--- src/rtl/dspl_pkg.sv ---
// Shared constants, types and the hex-to-7-segment decoder for the display driver.
package dspl_pkg;

  // Bit positions inside one 6-bit digit field
  localparam int DIG_EN     = 5;
  localparam int DIG_VAL_HI = 4;
  localparam int DIG_VAL_LO = 1;
  localparam int DIG_DP     = 0;

  // All segments and dp dark (active-low)
  localparam logic [7:0] SEG_BLANK = 8'hFF;

  typedef enum logic {
    PH_ON,
    PH_OFF
  } blink_phase_t;

  // Active-low segments, bit 6 = a ... bit 0 = g
  function automatic logic [6:0] hex7seg(input logic [3:0] v);
    logic [6:0] s;
    case (v)
      4'h0: s = 7'b0000001;
      4'h1: s = 7'b1001111;
      4'h2: s = 7'b0010010;
      4'h3: s = 7'b0000110;
      4'h4: s = 7'b1001100;
      4'h5: s = 7'b0100100;
      4'h6: s = 7'b0100000;
      4'h7: s = 7'b0001111;
      4'h8: s = 7'b0000000;
      4'h9: s = 7'b0000100;
      4'hA: s = 7'b0001000;
      4'hB: s = 7'b1100000;
      4'hC: s = 7'b0110001;
      4'hD: s = 7'b1000010;
      4'hE: s = 7'b0110000;
      default: s = 7'b0111000;
    endcase
    return s;
  endfunction

endpackage

--- src/rtl/dspl_drv_ndig_if.sv ---
// Application-to-driver bundle: digit data, blink/brightness controls, board pins.
interface dspl_drv_ndig_if #(
  parameter int NUM_DIGITS = 8,
  parameter int DIM_BITS   = 3
);
  logic [6*NUM_DIGITS-1:0] digits;
  logic [NUM_DIGITS-1:0]   blink_mask;
  logic [DIM_BITS-1:0]     brightness;
  logic [NUM_DIGITS-1:0]   an;
  logic [7:0]              dec_ddp;

  // Application side
  modport master (
    output digits, blink_mask, brightness,
    input  an, dec_ddp
  );

  // Display driver side
  modport slave (
    input  digits, blink_mask, brightness,
    output an, dec_ddp
  );
endinterface

--- src/rtl/dspl_tick_gen.sv ---
// Clock-enable generator: prescaler to sub-slot ticks, sub-slot counter to slot ticks.
module dspl_tick_gen #(
  parameter int SUB_DIV  = 8,   // clocks per sub-slot, must be >= 2
  parameter int DIM_BITS = 3
) (
  input  logic                clock,
  input  logic                reset,
  output logic                sub_tick,
  output logic                slot_tick,
  output logic [DIM_BITS-1:0] subslot
);

  localparam int PRE_W = $clog2(SUB_DIV);

  logic [PRE_W-1:0] pre;

  assign sub_tick  = (pre == PRE_W'(SUB_DIV - 1));
  assign slot_tick = sub_tick && (subslot == '1);

  // Prescaler 0..SUB_DIV-1; sub-slot counter wraps naturally at 2**DIM_BITS
  always_ff @(posedge clock or posedge reset) begin
    if (reset) begin
      pre     <= '0;
      subslot <= '0;
    end else begin
      pre <= sub_tick ? '0 : pre + 1'b1;
      if (sub_tick) subslot <= subslot + 1'b1;
    end
  end

endmodule

--- src/rtl/dspl_drv_ndig.sv ---
// N-digit multiplexed 7-segment driver with per-digit blink and PWM brightness.
module dspl_drv_ndig
  import dspl_pkg::*;
#(
  parameter int NUM_DIGITS  = 8,
  parameter int CLK_FREQ_HZ = 100000000,
  parameter int REFRESH_HZ  = 1000,
  parameter int DIM_BITS    = 3,
  parameter int BLINK_SLOTS = 500
) (
  input logic            clock,
  input logic            reset,
  dspl_drv_ndig_if.slave bus
);

  localparam int SUB_DIV = CLK_FREQ_HZ / (REFRESH_HZ * (2 ** DIM_BITS));
  localparam int SEL_W   = $clog2(NUM_DIGITS);
  localparam int BLK_W   = (BLINK_SLOTS > 1) ? $clog2(BLINK_SLOTS) : 1;

  logic                sub_tick;
  logic                slot_tick;
  logic [DIM_BITS-1:0] subslot;

  dspl_tick_gen #(
    .SUB_DIV  (SUB_DIV),
    .DIM_BITS (DIM_BITS)
  ) u_tick (
    .clock     (clock),
    .reset     (reset),
    .sub_tick  (sub_tick),
    .slot_tick (slot_tick),
    .subslot   (subslot)
  );

  // sel is the digit to be latched at the next slot start; cur_sel is the one on display
  logic [SEL_W-1:0]      sel, sel_n;
  logic [SEL_W-1:0]      cur_sel, cur_n;
  logic                  en_q, en_n;
  logic [3:0]            val_q, val_n;
  logic                  dp_q, dp_n;
  logic                  blink_q, blink_n;
  logic [DIM_BITS-1:0]   bright_q, bright_n;
  blink_phase_t          phase, phase_n;
  logic [BLK_W-1:0]      blink_cnt, blink_cnt_n;
  logic [NUM_DIGITS-1:0] an_q, an_n;
  logic [7:0]            dec_q, dec_n;
  logic [5:0]            fld;
  logic [DIM_BITS-1:0]   subslot_n;
  logic                  vis_n;

  assign bus.an      = an_q;
  assign bus.dec_ddp = dec_q;

  // Next-state logic; outputs are derived from next-state values so that anode and
  // segments switch on the same edge that starts the slot.
  always_comb begin
    sel_n       = sel;
    cur_n       = cur_sel;
    en_n        = en_q;
    val_n       = val_q;
    dp_n        = dp_q;
    blink_n     = blink_q;
    bright_n    = bright_q;
    phase_n     = phase;
    blink_cnt_n = blink_cnt;
    dec_n       = dec_q;
    an_n        = '1;
    fld         = bus.digits[6*sel +: 6];

    if (slot_tick) begin
      cur_n    = sel;
      sel_n    = (sel == SEL_W'(NUM_DIGITS - 1)) ? '0 : sel + 1'b1;
      en_n     = fld[DIG_EN];
      val_n    = fld[DIG_VAL_HI:DIG_VAL_LO];
      dp_n     = fld[DIG_DP];
      blink_n  = bus.blink_mask[sel];
      bright_n = bus.brightness;
      if (blink_cnt == BLK_W'(BLINK_SLOTS - 1)) begin
        blink_cnt_n = '0;
        phase_n     = (phase == PH_ON) ? PH_OFF : PH_ON;
      end else begin
        blink_cnt_n = blink_cnt + 1'b1;
      end
    end

    subslot_n = sub_tick ? subslot + 1'b1 : subslot;
    vis_n     = en_n & ~(blink_n & (phase_n == PH_OFF));

    if (vis_n && (subslot_n <= bright_n)) an_n[cur_n] = 1'b0;
    if (slot_tick) dec_n = vis_n ? {hex7seg(val_n), dp_n} : SEG_BLANK;
  end

  // Scan, latched digit, blink phase and registered outputs
  always_ff @(posedge clock or posedge reset) begin
    if (reset) begin
      sel       <= '0;
      cur_sel   <= '0;
      en_q      <= 1'b0;
      val_q     <= '0;
      dp_q      <= 1'b1;
      blink_q   <= 1'b0;
      bright_q  <= '0;
      phase     <= PH_ON;
      blink_cnt <= '0;
      an_q      <= '1;
      dec_q     <= SEG_BLANK;
    end else begin
      sel       <= sel_n;
      cur_sel   <= cur_n;
      en_q      <= en_n;
      val_q     <= val_n;
      dp_q      <= dp_n;
      blink_q   <= blink_n;
      bright_q  <= bright_n;
      phase     <= phase_n;
      blink_cnt <= blink_cnt_n;
      an_q      <= an_n;
      dec_q     <= dec_n;
    end
  end

endmodule

--- src/flat_wrapper.sv ---
// flat-port wrapper written by rule: the top's interface ports become plain ports
module dspl_drv_ndig_flat import dspl_pkg::*;
#(
  parameter int NUM_DIGITS  = 8,
  parameter int CLK_FREQ_HZ = 100000000,
  parameter int REFRESH_HZ  = 1000,
  parameter int DIM_BITS    = 3,
  parameter int BLINK_SLOTS = 500
)
  (clock, reset, bus_digits, bus_blink_mask, bus_brightness, bus_an, bus_dec_ddp);
  dspl_drv_ndig_if #(.NUM_DIGITS(NUM_DIGITS), .DIM_BITS(DIM_BITS)) bus_i ();
  input logic clock;
  input logic reset;
  input wire logic [$bits(bus_i.digits)-1:0] bus_digits;
  input wire logic [$bits(bus_i.blink_mask)-1:0] bus_blink_mask;
  input wire logic [$bits(bus_i.brightness)-1:0] bus_brightness;
  output wire logic [$bits(bus_i.an)-1:0] bus_an;
  output wire logic [$bits(bus_i.dec_ddp)-1:0] bus_dec_ddp;
  assign bus_i.digits = bus_digits;
  assign bus_i.blink_mask = bus_blink_mask;
  assign bus_i.brightness = bus_brightness;
  assign bus_an = bus_i.an;
  assign bus_dec_ddp = bus_i.dec_ddp;
  dspl_drv_ndig #(.NUM_DIGITS(NUM_DIGITS), .CLK_FREQ_HZ(CLK_FREQ_HZ), .REFRESH_HZ(REFRESH_HZ), .DIM_BITS(DIM_BITS), .BLINK_SLOTS(BLINK_SLOTS)) u_core (.clock(clock), .reset(reset), .bus(bus_i));
endmodule
--- config.mk ---
export PLATFORM = sky130hd
export DESIGN_NAME = dspl_drv_ndig_flat
export DESIGN_NICKNAME = d
export VERILOG_FILES = /design/src/rtl/dspl_pkg.sv /design/src/rtl/dspl_drv_ndig_if.sv /design/src/rtl/dspl_tick_gen.sv /design/src/rtl/dspl_drv_ndig.sv /design/src/flat_wrapper.sv
export SDC_FILE = /design/constraint.sdc
export NUM_CORES = 1
export LEC_CHECK = 0
export BUFFER_PORTS_ARGS = -buffer_cell sky130_fd_sc_hd__buf_2
export CORE_UTILIZATION = 49
export DETAILED_ROUTE_END_ITERATION = 10
export PLACE_DENSITY = 0.74
export SLEW_MARGIN = 30
export SYNTH_ARGS = -nofsm -noshare
export SYNTH_HDL_FRONTEND = slang
export SYNTH_SLANG_ARGS = --single-unit
--- constraint.sdc ---
create_clock -name clock -period 3.4 [get_ports clock]
set_input_delay 0.34 -clock clock [delete_from_list [all_inputs] [get_ports clock]]
set_output_delay 0.34 -clock clock [all_outputs]
set_load 0.01 [all_outputs]
# Word level (Yosys, flattened, before mapping)
# Memory sizes are Yosys's and may differ from the RTL's.
# Cells that the tools add are included.
[totals] regBits=59 latchBits=0 ramBits=0 rom_bits=112 inputBits=61 n_memories=1
[mem_list] memory="(name not given)" words=16 width=7 read_ports=1 rd_ports_with_merged_regs=0 wr=0 line_no="dspl_pkg.sv:21" text="case (v)"
[classes] add_sub_neg=4 multipliers=1 n_div=0 order_cmp=4 eq_ne=4 shifts=1 n_mux=19 bitwise_logic=4 n_reduce_logical=3
[ops] cell="variable part select 48 x 7 -> 6 bit" count=1
[ops] cell="two-way mux 8 bit" count=2
[ops] cell="adder 14 x 1 -> 14 bit, second input constant" count=1
[ops] cell="equality test 14 bit, second input constant" count=1
[ops] cell="two-way mux 14 bit" count=1
[ops] cell="two-way mux 3 bit" count=4
[ops] cell="adder 9 x 1 -> 9 bit, second input constant" count=1
[ops] cell="equality test 9 bit, second input constant" count=1
[ops] cell="two-way mux 9 bit" count=1
[ops] cell="< comparator 3 x 4 -> 1 bit, second input constant" count=2
[ops] cell="two-way mux 1 bit" count=8
[ops] cell="NOT 8 bit" count=1
[ops] cell="adder 3 x 1 -> 3 bit, second input constant" count=2
[ops] cell="equality test 3 bit, second input constant" count=2
[ops] cell="multiplier 2 x 3 -> 5 bit, first input constant" count=1
[ops] cell="two-way mux 4 bit" count=1
[ops] cell="binary-select mux 1 bit (select 3 bit)" count=1
[ops] cell="demux 1 bit (select 3 bit)" count=1
[ops] cell=">= comparator 3 x 1 -> 1 bit, second input constant" count=1
[ops] cell="<= comparator 3 bit" count=1
[ops] cell="logical AND 1 bit" count=3
[ops] cell="AND 1 bit" count=2
[ops] cell="NOT 1 bit" count=1

# Longest topological paths before layout
[depth] ltp_word=9 depth_mapped=15 depth_no_buf=13

# By module
# From an unflattened synthesis, not the netlist that was laid out.
[hier_totals] cells_unflattened=299 area_unflattened_um2=3419.5
[modules_own_cells] module="dspl_drv_ndig" n_inst=1 cells_each=229 area_each_um2=2603.7
[modules_own_cells] module="dspl_tick_gen" n_inst=1 cells_each=70 area_each_um2=815.8

# Worst setup path after synthesis
# Ideal clock, no wire load.
[synth_path] path_type="register to register" startpoint="reg u_core.u_tick.pre[10]" endpoint="reg u_core.an_q[1] (netlist: u_core.bus.an[1])" setup_ps=98 arrival_ps=3268 required_ps=3302 setup_slack_ps=34 path_stages_with_launch=13 n_path_buf=2 cell_sequence="dfrtp_1 -> or4_4 -> or4_1 -> buf_2 -> buf_1 -> mux2i_1 -> ha_1 -> nor2b_1 -> o21ai_0 -> nand2b_1 -> a22o_1 -> a221oi_1 -> nand3_1"
[synth_between] elab_chain_cells=9
[synth_rtl] item="start, declared" line_no="dspl_tick_gen.sv:15" text="logic [PRE_W-1:0] pre;"
[synth_rtl] item="start signal, assigned" line_no="dspl_tick_gen.sv:26" text="pre <= sub_tick ? '0 : pre + 1'b1;"
[synth_rtl] item="equality test 14 bit (*)" line_no="dspl_tick_gen.sv:17" text="assign sub_tick = (pre == PRE_W'(SUB_DIV - 1));"
[synth_rtl] item="logical AND 1 bit" line_no="dspl_tick_gen.sv:18" text="assign slot_tick = sub_tick && (subslot == '1);"
[synth_rtl] item="two-way mux 3 bit" line_no="dspl_drv_ndig.sv:70" text="if (slot_tick) begin"
[synth_rtl] item="< comparator 3 x 4 -> 1 bit (not written as such) or >= comparator 3 x 1 -> 1 bit (tied branches)" line_no="dspl_drv_ndig.sv:89" text="if (vis_n && (subslot_n <= bright_n)) an_n[cur_n] = 1'b0;"
[synth_rtl] item="logical AND 1 bit (not written as such)" line_no="dspl_drv_ndig.sv:89"
[synth_rtl] item="two-way mux 1 bit (not written as such)" line_no="dspl_drv_ndig.sv:89"
[synth_rtl] item="demux 1 bit (select 3 bit)"
[synth_rtl] item="NOT 8 bit (no source line)"
[synth_rtl] item="two-way mux 8 bit (*)" line_no="dspl_drv_ndig.sv:89"
[synth_rtl] item="net u_core.an_n[1]" line_no="dspl_drv_ndig.sv:45" text="logic [NUM_DIGITS-1:0] an_q, an_n;"
[synth_rtl] item="end signal, assigned" line_no="dspl_drv_ndig.sv:117" text="an_q <= an_n;"
[synth_rtl] item="end, declared" line_no="dspl_drv_ndig.sv:45"
# Mark *: on every way through the listed nets, which the timed path passes. The rest lies on a longest branch.
# A chain may end at the register's enable or synchronous reset.

# Worst setup path after layout
[layout_path] startpoint="reg u_core.u_tick.pre[10]" endpoint="reg u_core.an_q[0] (netlist: u_core.bus.an[0])"
# The elaborated chain is that of the path after synthesis.

==> load_flow_metrics.sql <==
INSERT INTO impl_metrics (metric_group, metric, value, unit) VALUES
('status', 'status', 'completed', ''),
('power', 'clkPwrFrac', '0.448', ''),
('power', 'p_switching', '0.317', 'mW'),
('synthesis', 'synth.top_cells.by_area', 'sky130_fd_sc_hd__dfrtp_1, sky130_fd_sc_hd__dfstp_2, sky130_fd_sc_hd__mux4_2', ''),
('global_routing', 'grt_usage', '0.217', ''),
('clocking', 'cts_made_buffers', '9', ''),
('timing', 'slew_headroom', '0.528', ''),
('die', 'initial_utilization', '0.508', ''),
('setup_path', 'reg2regPathDepth', '10', ''),
('clocking', 'clock-root-buffer', 'sky130_fd_sc_hd__clkbuf_8', ''),
('synthesis', 'synthDominantAreaCellType', 'sky130_fd_sc_hd__dfrtp_1', ''),
('die', 'num_rows', '29', ''),
('power', 'fin_total_pwr', '1.39', 'mW'),
('die', 'die_area', '6910', 'sq um'),
('setup_path', 'path_delay_family', 'simple AND/OR/NAND/NOR gates', ''),
('clocking', 'clk_pin_slew', '0.07', 'ns'),
('timing', 'report.final.setup_viol', '0', ''),
('global_routing', 'grt_antenna_before_repair', '0', ''),
('placement', 'place_congestion', '0.804', ''),
('finish', 'area.growth.synth_to_final', '21.9', '%'),
('finish', 'seqCellArea', '1470', 'sq um'),
('timing', 'finalCriticalPeriod', '3.31', 'ns'),
('route', 'met1_layer_wirelength_in_the_final_routing', '3090', 'um'),
('global_routing', 'grt_overflow_total', '0', ''),
('synthesis', 'synth_seq_cells', '58', ''),
('route', 'antenna_left', '0', ''),
('synthesis', 'yosysUniqueCellTypes', '44', ''),
('synthesis', 'synthCells', '293', ''),
('route', 'vias_per_cell', '5.53', ''),
('placement', 'dp_hpwl', '5280', 'um'),
('setup_path', 'crit_buf_inv', '1', ''),
('setup_path', 'critical_path_capture_point_type', 'flop', ''),
('timing', 'rsz0062_at_grt', 'true', ''),
('clocking', 'clockBufferDepth', '2', ''),
('hold_path', 'hold_path_class', 'in -> async', ''),
('route', 'topRoutingLayerUsed', 'met4', ''),
('finish', 'fin_cells', '462', ''),
('die', 'fp.dieH', '83.1', 'um'),
('power', 'combinationalPowerShare', '0.052', ''),
('synthesis', 'syn_avg_cell_area', '11.0', 'sq um'),
('timing', 'timing_hold_violations_final', '0', ''),
('finish', 'layout_fillers', '500', ''),
('finish', 'diodes', '0', ''),
('clocking', 'cts.sink_count', '58', ''),
('placement', 'count_of_placed_standard_cells_including_taps', '446', ''),
('synthesis', 'ys_dominant_reg_cell', 'sky130_fd_sc_hd__dfrtp_1', ''),
('finish', 'drive_gt1_frac', '0.382', ''),
('synthesis', 'synth_fp_nets', '368', ''),
('route', 'wl_met2', '3450', 'um'),
('die', 'pin_count', '77', ''),
('synthesis', 'synth_enable_flop_cells', '0', ''),
('setup_path', 'cp_slowest_cell', 'sky130_fd_sc_hd__or4_1', ''),
('die', 'core-area', '6350', 'sq um'),
('route', 'drt-initial-drc-count', '148', ''),
('power', 'leakagePower', '1.87', 'nW'),
('route', 'met3_length', '312', 'um'),
('timing', 'timing.final.max_slew_violations', '0', ''),
('route', 'remaining_drc_errors', '0', ''),
('timing', 'final.setup_skew', '0.00857', 'ns'),
('clocking', 'tritoncts', 'yes', ''),
('route', 'route.vias.total', '2554', ''),
('setup_path', 'rrSetupSlack', '0.09', 'ns'),
('synthesis', 'async_reset_ff_frac', '1.00', ''),
('setup_path', 'start_kind', 'flop', ''),
('placement', 'dp_worst_setup_slack', '0.127', 'ns'),
('global_routing', 'maximum_number_of_pins_on_one_net_before_global_route_repair', '52', ''),
('setup_path', 'path_max_fanout', '14', ''),
('route', 'drt-wirelength-per-cell', '15.1', 'um'),
('timing', 'tightestPinTransition', '0.694', 'ns'),
('route', 'detailed_routing_iteration_count_for_the_pre_antenna_repair_pass', '4', ''),
('global_routing', 'grt_first_pass_wirelength', '11700', 'um');
sequential cells by signal, indices dropped and copies added (netlist names):
| signal | count |
|---|---|
| u_core.val_q | 4 |
| u_core.phase | 1 |
| u_core.u_tick.subslot | 3 |
| u_core.bus.an | 8 |
| u_core.bright_q | 3 |
| u_core.u_tick.pre | 14 |
| u_core.en_q | 1 |
| u_core.bus.dec_ddp | 8 |
| u_core.sel | 3 |
| u_core.blink_cnt | 9 |
| u_core.cur_sel | 3 |
| u_core.blink_q | 1 |
kinds of logic (layout without fill, tap and decap cells):
kind of cell | Yosys count | count (layout) | synth area share
xor gates and xnor gates | 19 | 19 | 0.0516
and+or+nand+nor | 105 | 105 | 0.165
adders and majority gates | 14 | 14 | 0.0543
buffers and inverters | 26 | 118 | 0.0342
DFF | 58 | 58 | 0.457
AOI/OAI and AO/OA | 34 | 34 | 0.0652
muxes | 37 | 37 | 0.174
cell usage in the layout (no fill, tap or decap), types with 2 or more instances in the layout:
master / netlist / final
sky130_fd_sc_hd__buf_4: 0 / 11
sky130_fd_sc_hd__inv_1: 15 / 14
sky130_fd_sc_hd__nand2_1: 33 / 33
sky130_fd_sc_hd__mux2i_1: 15 / 14
sky130_fd_sc_hd__buf_2: 4 / 76
sky130_fd_sc_hd__nand4_1: 7 / 7
sky130_fd_sc_hd__mux2_2: 7 / 7
sky130_fd_sc_hd__a21o_1: 3 / 3
sky130_fd_sc_hd__o21ai_0: 7 / 7
sky130_fd_sc_hd__nor3_1: 2 / 2
sky130_fd_sc_hd__mux4_2: 14 / 14
sky130_fd_sc_hd__nand3_1: 12 / 12
sky130_fd_sc_hd__and3_1: 2 / 2
sky130_fd_sc_hd__xnor2_1: 9 / 9
sky130_fd_sc_hd__xor2_1: 10 / 10
sky130_fd_sc_hd__nand3b_1: 2 / 2
sky130_fd_sc_hd__dfstp_2: 16 / 16
sky130_fd_sc_hd__a31oi_1: 5 / 5
sky130_fd_sc_hd__clkinv_4: 0 / 2
sky130_fd_sc_hd__or4_1: 4 / 4
sky130_fd_sc_hd__clkbuf_8: 0 / 9
sky130_fd_sc_hd__clkinv_2: 0 / 3
sky130_fd_sc_hd__ha_1: 14 / 14
sky130_fd_sc_hd__or3_1: 4 / 4
sky130_fd_sc_hd__a21oi_1: 12 / 12
sky130_fd_sc_hd__nor2_1: 27 / 27
sky130_fd_sc_hd__nor2b_1: 2 / 2
sky130_fd_sc_hd__nor4_1: 2 / 2
sky130_fd_sc_hd__dfrtp_1: 42 / 42
worst reg2reg max path: stages (launching register included):
cell and delay, ns:
sky130_fd_sc_hd__dfrtp_1 0.38, sky130_fd_sc_hd__or4_4 0.56, sky130_fd_sc_hd__or4_1 0.57, sky130_fd_sc_hd__buf_4 0.23, sky130_fd_sc_hd__mux2i_1 0.24, sky130_fd_sc_hd__ha_1 0.28, sky130_fd_sc_hd__o21ai_0 0.08, sky130_fd_sc_hd__nand2b_1 0.07
sky130_fd_sc_hd__a22o_1 0.19, sky130_fd_sc_hd__a211oi_1 0.45, sky130_fd_sc_hd__nand3_1 0.16
power by group through the flow:
stage	clock network, mW	logic, mW	registers, mW
floorplan	0	0.0303	0.705
global placement	0	0.0688	0.705
detailed placement	0	0.0720	0.705
CTS	0.631	0.0724	0.693
global route	0.658	0.0786	0.693
finish	0.621	0.0714	0.693
timing repair:
| item | 4_1_cts | 5_1_grt |
|---|---|---|
| setup buffers | 0 | 0 |
| gates resized for setup | 0 | 0 |
| hold buffers | 0 | 0 |
| endpoints found under the hold margin | 0 | 0 |
| endpoints found under the setup margin | 0 | 8 |
worst max-delay path by stage:
stage	start	endpoint	depth (start not counted)
after global routing	u_core.u_tick.pre[10]$_DFF_PP0_	u_core.bus.an[0]$_DFF_PP1_	10
after CTS	u_core.u_tick.pre[10]$_DFF_PP0_	u_core.bus.an[1]$_DFF_PP1_	10
after floorplan	u_core.u_tick.pre[10]$_DFF_PP0_	u_core.bus.an[1]$_DFF_PP1_	12
after global placement	u_core.u_tick.pre[10]$_DFF_PP0_	u_core.bus.an[0]$_DFF_PP1_	10
final	u_core.u_tick.pre[10]$_DFF_PP0_	u_core.bus.an[0]$_DFF_PP1_	10
after detailed placement	u_core.u_tick.pre[10]$_DFF_PP0_	u_core.bus.an[0]$_DFF_PP1_	10
final cells by class:
class,instances,area share
multi-input combinational,209,0.419
sequential,58,0.375
timing repair buffer,87,0.118
clock buffer,9,0.0315
tap,77,0.0245
clock inverter,7,0.0178
inverter,15,0.0150
routing by layer:
metal / global-route usage / vias to the layer above
met3: 0.0358 / 8
met2: 0.365 / 64
met5: 0 / -
li1: - / 1220
met4: 0.0940 / 0
met1: 0.277 / 1262
through the flow:
step            util  instance area [sq um]  hold slack (ns)
2_1_floorplan      -                   3220            0.433
4_1_cts        0.618                   3930           0.0953
3_3_place_gp   0.587                   3730            0.463
5_1_grt        0.619                   3930            0.129
6_report       0.619                   3930           0.0807
3_5_place_dp   0.588                   3730            0.467
Note: power is estimated with default switching activity, not from simulation.
